===== config.mk =====
export PLATFORM = sky130hd
export DESIGN_NAME = window_serializer
export DESIGN_NICKNAME = d
export VERILOG_FILES = /design/src/rtl/window_serializer_pkg.sv /design/src/rtl/window_serializer_group_col_shifter.sv /design/src/rtl/window_serializer.sv
export SDC_FILE = /design/constraint.sdc
export NUM_CORES = 2
export LEC_CHECK = 0
export CAP_MARGIN = 5
export CORE_AREA = 8 8 746 748
export CTS_CLUSTER_DIAMETER = 100
export CTS_CLUSTER_SIZE = 20
export DETAILED_ROUTE_END_ITERATION = 12
export DIE_AREA = 0 0 754 756
export PLACE_DENSITY = 0.35
export SYNTH_ARGS = -nofsm -noshare
export SYNTH_HDL_FRONTEND = slang
export SYNTH_SLANG_ARGS = --single-unit

===== constraint.sdc =====
create_clock -name clk -period 3.9 [get_ports clk]
set_input_delay 0.975 -clock clk [delete_from_list [all_inputs] [get_ports clk]]
set_output_delay 0.975 -clock clk [all_outputs]
set_load 0.02 [all_outputs]

===== src/rtl/window_serializer_pkg.sv =====
// Shared definitions for the window serializer: default geometry, kernel
// mode encodings, derived bus widths and the serializer FSM state type.
package window_serializer_pkg;

   localparam int TN_DEF = 4;
   localparam int K_DEF  = 5;
   localparam int K3_DEF = 3;
   localparam int FW_DEF = 16;

   // kn_size_mode encodings
   localparam logic MODE_5X5 = 1'b0;
   localparam logic MODE_3X3 = 1'b1;

   localparam int WIN_BITS      = TN_DEF * K_DEF * K_DEF * FW_DEF;
   localparam int COL_BITS      = TN_DEF * K_DEF * FW_DEF;
   localparam int KERNEL_3_BITS = 9 * FW_DEF;
   localparam int CNT_W         = $clog2(K_DEF);

   typedef enum logic {
      ST_IDLE  = 1'b0,
      ST_SHIFT = 1'b1
   } ser_state_t;

   // Number of columns emitted for one window in the given mode.
   function automatic int unsigned cols_per_window(input logic        mode,
                                                   input logic        mode5_enc,
                                                   input int unsigned k5,
                                                   input int unsigned k3);
      return (mode == mode5_enc) ? k5 : k3;
   endfunction

endpackage


===== src/rtl/window_serializer_group_col_shifter.sv =====
// One channel group of the serializer: holds a K*K pixel window and shifts
// it out one column per handshake, always presenting the top slice.
// In 3x3 mode the two 3x3 sub-windows shift independently inside their own
// fields so that each keeps its current column at its top.
module window_serializer_group_col_shifter
   import window_serializer_pkg::*;
#(
   parameter int KERNEL_SIZE   = K_DEF,
   parameter int KERNEL_SIZE_3 = K3_DEF,
   parameter int FEATURE_WIDTH = FW_DEF
) (
   input  logic                                          clk,
   input  logic                                          rst_n,
   input  logic                                          load,
   input  logic                                          shift,
   input  logic                                          mode_3x3,
   input  logic [KERNEL_SIZE*KERNEL_SIZE*FEATURE_WIDTH-1:0] load_data,
   output logic [KERNEL_SIZE*FEATURE_WIDTH-1:0]          col_data
);

   localparam int GRP_W   = KERNEL_SIZE * KERNEL_SIZE * FEATURE_WIDTH;
   localparam int SLICE_W = KERNEL_SIZE * FEATURE_WIDTH;
   localparam int SUB_W   = KERNEL_SIZE_3 * KERNEL_SIZE_3 * FEATURE_WIDTH;
   localparam int SUBSL_W = KERNEL_SIZE_3 * FEATURE_WIDTH;

   logic [GRP_W-1:0] grp_q;
   logic [GRP_W-1:0] shifted_3x3;

   // Sub-window a (low field) and b (next field) each advance by one 3-word column.
   always_comb begin
      shifted_3x3                    = grp_q;
      shifted_3x3[SUB_W-1:0]         = grp_q[SUB_W-1:0] << SUBSL_W;
      shifted_3x3[2*SUB_W-1:SUB_W]   = grp_q[2*SUB_W-1:SUB_W] << SUBSL_W;
   end

   // Window register: load a new window or advance by one column.
   always_ff @(posedge clk or negedge rst_n) begin
      if (!rst_n) begin
         grp_q <= '0;
      end else if (load) begin
         grp_q <= load_data;
      end else if (shift) begin
         if (mode_3x3) grp_q <= shifted_3x3;
         else          grp_q <= grp_q << SLICE_W;
      end
   end

   // Column extract: top slice in 5x5; a column plus b's top word in 3x3.
   always_comb begin
      col_data = '0;
      if (mode_3x3) begin
         col_data[SUBSL_W-1:0]                 = grp_q[SUB_W-1 -: SUBSL_W];
         col_data[SUBSL_W+FEATURE_WIDTH-1 -: FEATURE_WIDTH] = grp_q[2*SUB_W-1 -: FEATURE_WIDTH];
      end else begin
         col_data = grp_q[GRP_W-1 -: SLICE_W];
      end
   end

endmodule


===== src/rtl/window_serializer.sv =====
// Window serializer top: accepts a Tn x K x K window and streams it out as
// K (5x5) or 3 (dual 3x3) columns with valid/ready flow control. Holds the
// control FSM, column counter, ping-pong bank select and completion pulse.
module window_serializer
   import window_serializer_pkg::*;
#(
   parameter int   Tn                 = TN_DEF,
   parameter int   KERNEL_SIZE        = K_DEF,
   parameter int   KERNEL_SIZE_3      = K3_DEF,
   parameter int   FEATURE_WIDTH      = FW_DEF,
   parameter logic KERNEL_SIZE_5_MODE = MODE_5X5,
   parameter logic KERNEL_SIZE_3_MODE = MODE_3X3
) (
   input  logic                                               clk,
   input  logic                                               rst_n,
   input  logic                                               kn_size_mode,
   input  logic                                               win_valid,
   output logic                                               win_ready,
   input  logic [Tn*KERNEL_SIZE*KERNEL_SIZE*FEATURE_WIDTH-1:0] win_data,
   output logic                                               col_valid,
   input  logic                                               col_ready,
   output logic [Tn*KERNEL_SIZE*FEATURE_WIDTH-1:0]            col_data,
   output logic                                               col_last,
   output logic                                               col_sel,
   output logic                                               win_done
);

   localparam int GRP_W = KERNEL_SIZE * KERNEL_SIZE * FEATURE_WIDTH;
   localparam int COLG_W = KERNEL_SIZE * FEATURE_WIDTH;
   localparam int CW = $clog2(KERNEL_SIZE);

   ser_state_t      state_q, state_nx;
   logic [CW-1:0]   cnt_q;
   logic [CW-1:0]   last_idx;
   logic            mode_q;
   logic            col_sel_q;
   logic            win_done_p1;
   logic            at_last;
   logic            accept;
   logic            hs;
   logic            last_hs;

   assign last_idx = CW'(cols_per_window(mode_q, KERNEL_SIZE_5_MODE,
                                         KERNEL_SIZE, KERNEL_SIZE_3) - 1);
   assign at_last  = (cnt_q == last_idx);
   assign accept   = win_valid & win_ready;
   assign hs       = col_valid & col_ready;
   assign last_hs  = hs & col_last;
   assign col_sel  = col_sel_q;
   assign win_done = win_done_p1;

   // FSM state register.
   always_ff @(posedge clk or negedge rst_n) begin
      if (!rst_n) state_q <= ST_IDLE;
      else        state_q <= state_nx;
   end

   // Next state and handshake outputs; a window can be taken in the last-column cycle.
   always_comb begin
      state_nx  = state_q;
      win_ready = 1'b0;
      col_valid = 1'b0;
      col_last  = 1'b0;
      case (state_q)
         ST_IDLE: begin
            win_ready = 1'b1;
            if (win_valid) state_nx = ST_SHIFT;
         end
         ST_SHIFT: begin
            col_valid = 1'b1;
            col_last  = at_last;
            win_ready = at_last & col_ready;
            if (at_last && col_ready && !win_valid) state_nx = ST_IDLE;
         end
         default: state_nx = ST_IDLE;
      endcase
   end

   // Column counter, latched mode, bank select and the completion pulse.
   always_ff @(posedge clk or negedge rst_n) begin
      if (!rst_n) begin
         cnt_q       <= '0;
         mode_q      <= KERNEL_SIZE_5_MODE;
         col_sel_q   <= 1'b0;
         win_done_p1 <= 1'b0;
      end else begin
         win_done_p1 <= last_hs;
         if (accept) begin
            cnt_q     <= '0;
            mode_q    <= kn_size_mode;
            col_sel_q <= ~col_sel_q;
         end else if (hs) begin
            cnt_q <= cnt_q + CW'(1);
         end
      end
   end

   // Per-group column shifters; a load in the last-column cycle wins over the shift.
   for (genvar g = 0; g < Tn; g++) begin : g_grp
      window_serializer_group_col_shifter #(
         .KERNEL_SIZE   (KERNEL_SIZE),
         .KERNEL_SIZE_3 (KERNEL_SIZE_3),
         .FEATURE_WIDTH (FEATURE_WIDTH)
      ) u_shifter (
         .clk       (clk),
         .rst_n     (rst_n),
         .load      (accept),
         .shift     (hs & ~accept),
         .mode_3x3  (mode_q == KERNEL_SIZE_3_MODE),
         .load_data (win_data[g*GRP_W +: GRP_W]),
         .col_data  (col_data[g*COLG_W +: COLG_W])
      );
   end

endmodule


## After elaboration in Yosys (flattened, before gate mapping)

Cells that the tools add are included.

| storage, ports and cells | value |
|---|---|
| bits in registers | 1607 |
| input port bits | 1605 |
| word-level logic and storage cells | 60 |
| output and inout port bits | 325 |

| operators by class | value |
|---|---|
| bitwise logic cells | 8 |
| muxes and demuxes | 29 |
| equal/unequal tests | 2 |
| reduce and logical (&&, ||, !) cells | 6 |
| add/subtract/negate cells | 2 |

Operators with widths:

| kind | count |
|---|---|
| 400-bit two-way mux | 12 |
| 64-bit two-way mux | 4 |
| 16-bit two-way mux | 4 |
| 3-bit two-way mux | 3 |
| 1-bit AND | 5 |
| 1-bit two-way mux | 4 |
| 1-bit case mux with 2 select lines | 2 |
| 2-bit nonzero test | 2 |
| 3-bit by 1-bit adder with 3-bit output (second input constant) | 1 |
| 3-bit equality test | 1 |
| 1-bit NOT | 3 |
| 3-bit by 1-bit subtractor with 3-bit output (second input constant) | 1 |
| 1-bit logical AND | 2 |
| 2-bit by 1-bit != test with 1-bit output (second input constant) | 1 |
| 2-bit AND reduction | 1 |
| 1-bit logical NOT | 1 |

## Depth between registers and ports, before layout

| depth | value |
|---|---|
| word-level depth | 10 |
| depth in mapped cells | 8 |
| depth with buffers taken out | 4 |

## By module

A second synthesis with hierarchy kept.

| unflattened totals | value |
|---|---|
| cells, all modules | 8654 |
| area total of the unflattened synthesis | 89872.4 µm² |

Modules (own cells, without submodules):

| module | area each (µm²) | seq. area each (µm²) | cells an instance | instances |
|---|---|---|---|---|
| window_serializer_group_col_shifter | 22377.7 | 10009.6 | 2155 | 4 |
| window_serializer | 361.6 | 175.2 | 34 | 1 |

## Worst setup path after synthesis

Ideal clock, no wire load.

| path | value |
|---|---|
| kind | flip-flop to output port |
| start point | reg mode_q |
| end point | out col_data[264] |
| cell stages (with the launch flop) | 6 |
| arrival time | 1584 ps |
| path slack | 1341 ps |
| cells stage by stage | dfrtp_1 buf_2 buf_2 buf_2 buf_2 mux2_2 |

| between the ends | value |
|---|---|
| word-level cells in the longest chain between the ends | 1 |

Ends and longest elaborated chain:

| item | line | text |
|---|---|---|
| start, declared | window_serializer.sv:35 | `logic mode_q;` |
| start signal, assigned | window_serializer.sv:90 | `mode_q <= kn_size_mode;` |
| 64-bit two-way mux | window_serializer_group_col_shifter.sv:51 | `if (mode_3x3) begin` |
| end, declared | window_serializer.sv:22 | `output logic [Tn*KERNEL_SIZE*FEATURE_WIDTH-1:0] col_data,` |

Every way passes these cells.

## Final worst setup path

| path | value |
|---|---|
| start point | reg mode_q |
| end point | out col_data[223] |

The elaborated chain is that of the path after synthesis.

==> results.sh <==
export IMPL_yosysWarnings=0
export IMPL_hold_violations=0
export IMPL_via_per_inst=4.57
export IMPL_cts_root_buf="clkbuf_16"
export IMPL_reg2reg_depth=10
export IMPL_grt_usage_pct=22.6
export IMPL_placementRows=272
export IMPL_drc_errors=0
export IMPL_place_congestion=0.904
export IMPL_grt_max_degree=129
export IMPL_start_kind="flip-flop"
export IMPL_clk_pin_slew_worst_paths_ns=0.09
export IMPL_hold_path_class="primary input to async pin"
export IMPL_synthArstFlopShare_pct=100
export IMPL_drive_gt1_share_pct=10.0
export IMPL_hold_ws_ns=0.126
export IMPL_dr_first_iter_drc_count=8316
export IMPL_finish_net_count=12100
export IMPL_maxCapViolations=0
export IMPL_fin_util_pct=21.2
export IMPL_numCtsBuffers=115
export IMPL_finalClockSkew_ns=0.0513
export IMPL_place_ws_ns=0.285
export IMPL_numPortBuffers=1929
export IMPL_antenna_found_initial=337
export IMPL_tightest_slew_ns=1.16
export IMPL_rsz0062_at_grt="yes"
export IMPL_core_um2=546000
export IMPL_synthCells=8866
export IMPL_grt_pass1_vias=81700
export IMPL_crit_chain="buf_16 > buf_12 > mux2_2 > clkdlybuf4s50_1"
export IMPL_setup_viol=9
export IMPL_drtPass1Iterations=8
export IMPL_final_cell_mix="1622 x clkdlybuf4s50_1, 1606 x dfrtp_1, 1397 x o21ai_0"
export IMPL_maxSlewHeadroom_pct=22.6
export IMPL_cts_htree_levels=3
export IMPL_cp_num_buf_inv=3
export IMPL_peakVddDrop_mv=0.451
export IMPL_cp_arrival_ns=3.01
export IMPL_clock_latency_ns=0.92
export IMPL_fillers=60200
export IMPL_path_delay_family="buffers and inverters"
export IMPL_cp_depth=4
export IMPL_multi_input_area_um2=36700
export IMPL_timing_fmax_mhz=251
export IMPL_syn_avg_cell_area_um2=9.17
export IMPL_post_route_period_util_pct=102
export IMPL_failed_checks="setup timing"
export IMPL_die_w_um=754
export IMPL_totalWireLength_mm=680
export IMPL_cp_required_ns=2.92
export IMPL_start_util_pct=14.9
export IMPL_layout_commonest_cell="clkdlybuf4s50_1"
export IMPL_outcome="complete, but fails checks"
export IMPL_synthFlopType="dfrtp_1"
export IMPL_gr_total_overflow=0
export IMPL_fin_ws_ns=-0.0801
export IMPL_dp_final_hpwl_mm=550
export IMPL_antenna_left=0
export IMPL_period_needed_ns=3.98
export IMPL_io_pins=1930
export IMPL_synth_cell_types=35
export IMPL_path_max_fanout=17
export IMPL_cp_end_kind="primary output"
export IMPL_maxSlewViolCount=0
export IMPL_die_h_um=756
export IMPL_criticalPathCategory="flip-flop to primary output"
export IMPL_cpPeakStageDelay_ns=0.56
export IMPL_routedWlPerCell_um=37.8
export IMPL_p_leak_nw=49.3
export IMPL_cpMaxStageDelayCell="clkdlybuf4s50_1"
export IMPL_die_area_um2=570000
export IMPL_syn_nets=10500
export IMPL_cts_buffer_depth=4
export IMPL_syn2layout_area_growth_pct=42.5
export IMPL_synth_seq_cells=1607
export IMPL_power_w=0.0849
export IMPL_seq_area_um2=40200
export IMPL_clkSinkCount=1607
export IMPL_ys_seq_area_share_pct=49.4
export IMPL_dr_total_vias=82300
export IMPL_synth_edf_count=0
export IMPL_grt_pass1_wl_mm=869
export IMPL_p_per_area_nw_per_um2=733
export IMPL_cts_tree="built"
export IMPL_netlist_area_um2=81300
[stage by stage]
step	TNS (ns)	instances	cell area, um^2
finish	-0.296	18000	116000
global route	-3.14	17900	116000
CTS	-17.50	17800	115000
detailed placement	0	17600	111000
global placement	0	17600	111000
floorplan	0	8866	81300
[worst register-to-register path, stage by stage (launching register included)]
cell,delay (ns)
dfrtp_4,0.58
buf_16,0.20
buf_4,0.15
buf_4,0.13
nor3b_4,0.30
o21ai_4,0.11
buf_12,0.19
buf_12,0.20
buf_4,0.26
a21oi_1,0.69
a31oi_1,0.09
[report_power, final]
part / switching [W] / total [W] / internal [W]
sequential: 0.00948 / 0.0325 / 0.0230
combinational: 0.0229 / 0.0384 / 0.0155
clock: 0.00764 / 0.0141 / 0.00642
total: 0.0400 / 0.0849 / 0.0449
[synthesized netlist by cell type (all sizes together), types with 65 or more instances]
cell    instances  share of area, %
a221o         111               1.4
a22oi         209               1.9
dfrtp        1607                49
nor2b          65              0.50
mux2i         640               7.9
a31oi         448               3.4
nor2          646               3.0
clkbuf        495               2.3
mux2          257               3.6
inv           211              0.97
and3          111              0.85
a21oi        1089               6.7
o21ai        1490               9.2
buf           375               2.5
nand2         902               4.2
a22o          192               2.1
[per-layer routing]
metal	wire length, um	vias up	GRT usage (%)
li1	-	35100	-
met5	1590	-	0
met4	21600	246	6.26
met3	57700	778	7.08
met2	308000	3586	35.9
met1	292000	42600	29.5
[cells by family after synthesis]
group	share of synthesized area [%]
compound gates	24.7
xor+xnor	0.0323
fa+ha+maj	0.0154
buf+inv	5.76
flops	49.4
mux	11.4
simple gates	8.60
[registers in the layout (all words and copies together), names as in the netlist]
signal                 flops
mode_q                     1
col_sel                    1
win_done                   1
cnt_q                      3
g_grp.u_shifter.grp_q   1600
state_q                    1
[worst paths after layout]
| check | slack (ns) | to | startpoint |
|---|---|---|---|
| setup reg to reg | 0.87 | g_grp[1].u_shifter.grp_q[377] | mode_q |
| min in group clk | 0.48 | col_sel | col_sel |
| hold / removal | 0.13 | g_grp[3].u_shifter.grp_q[364] | rst_n |
| max in group asynchronous | 2.45 | g_grp[2].u_shifter.grp_q[376] | rst_n |
| hold reg to reg | 0.48 | col_sel | col_sel |
| setup / recovery | -0.08 | col_data[223] | mode_q |
[area by class of cell]
class / instances / share of cell area [%]
clock inverters: 60 / 0.721
inverters: 211 / 0.683
multi-input cells: 6178 / 31.7
repair buffers: 2373 / 21.4
well taps: 7261 / 7.84
clock buffers: 132 / 2.61
flip-flops and latches: 1607 / 34.7
diodes: 169 / 0.365
[what timing repair did]
item | in CTS | in global routing
hold endpoints to repair | 0 | 0
buffers inserted | 9 | 16
pin swaps | 0 | 1
cloned | 7 | 6
hold buffers | 0 | 0
endpoints found under the setup margin | 251 | 140
resized for setup | 223 | 221
Note: power is estimated with default switching activity, not from simulation.
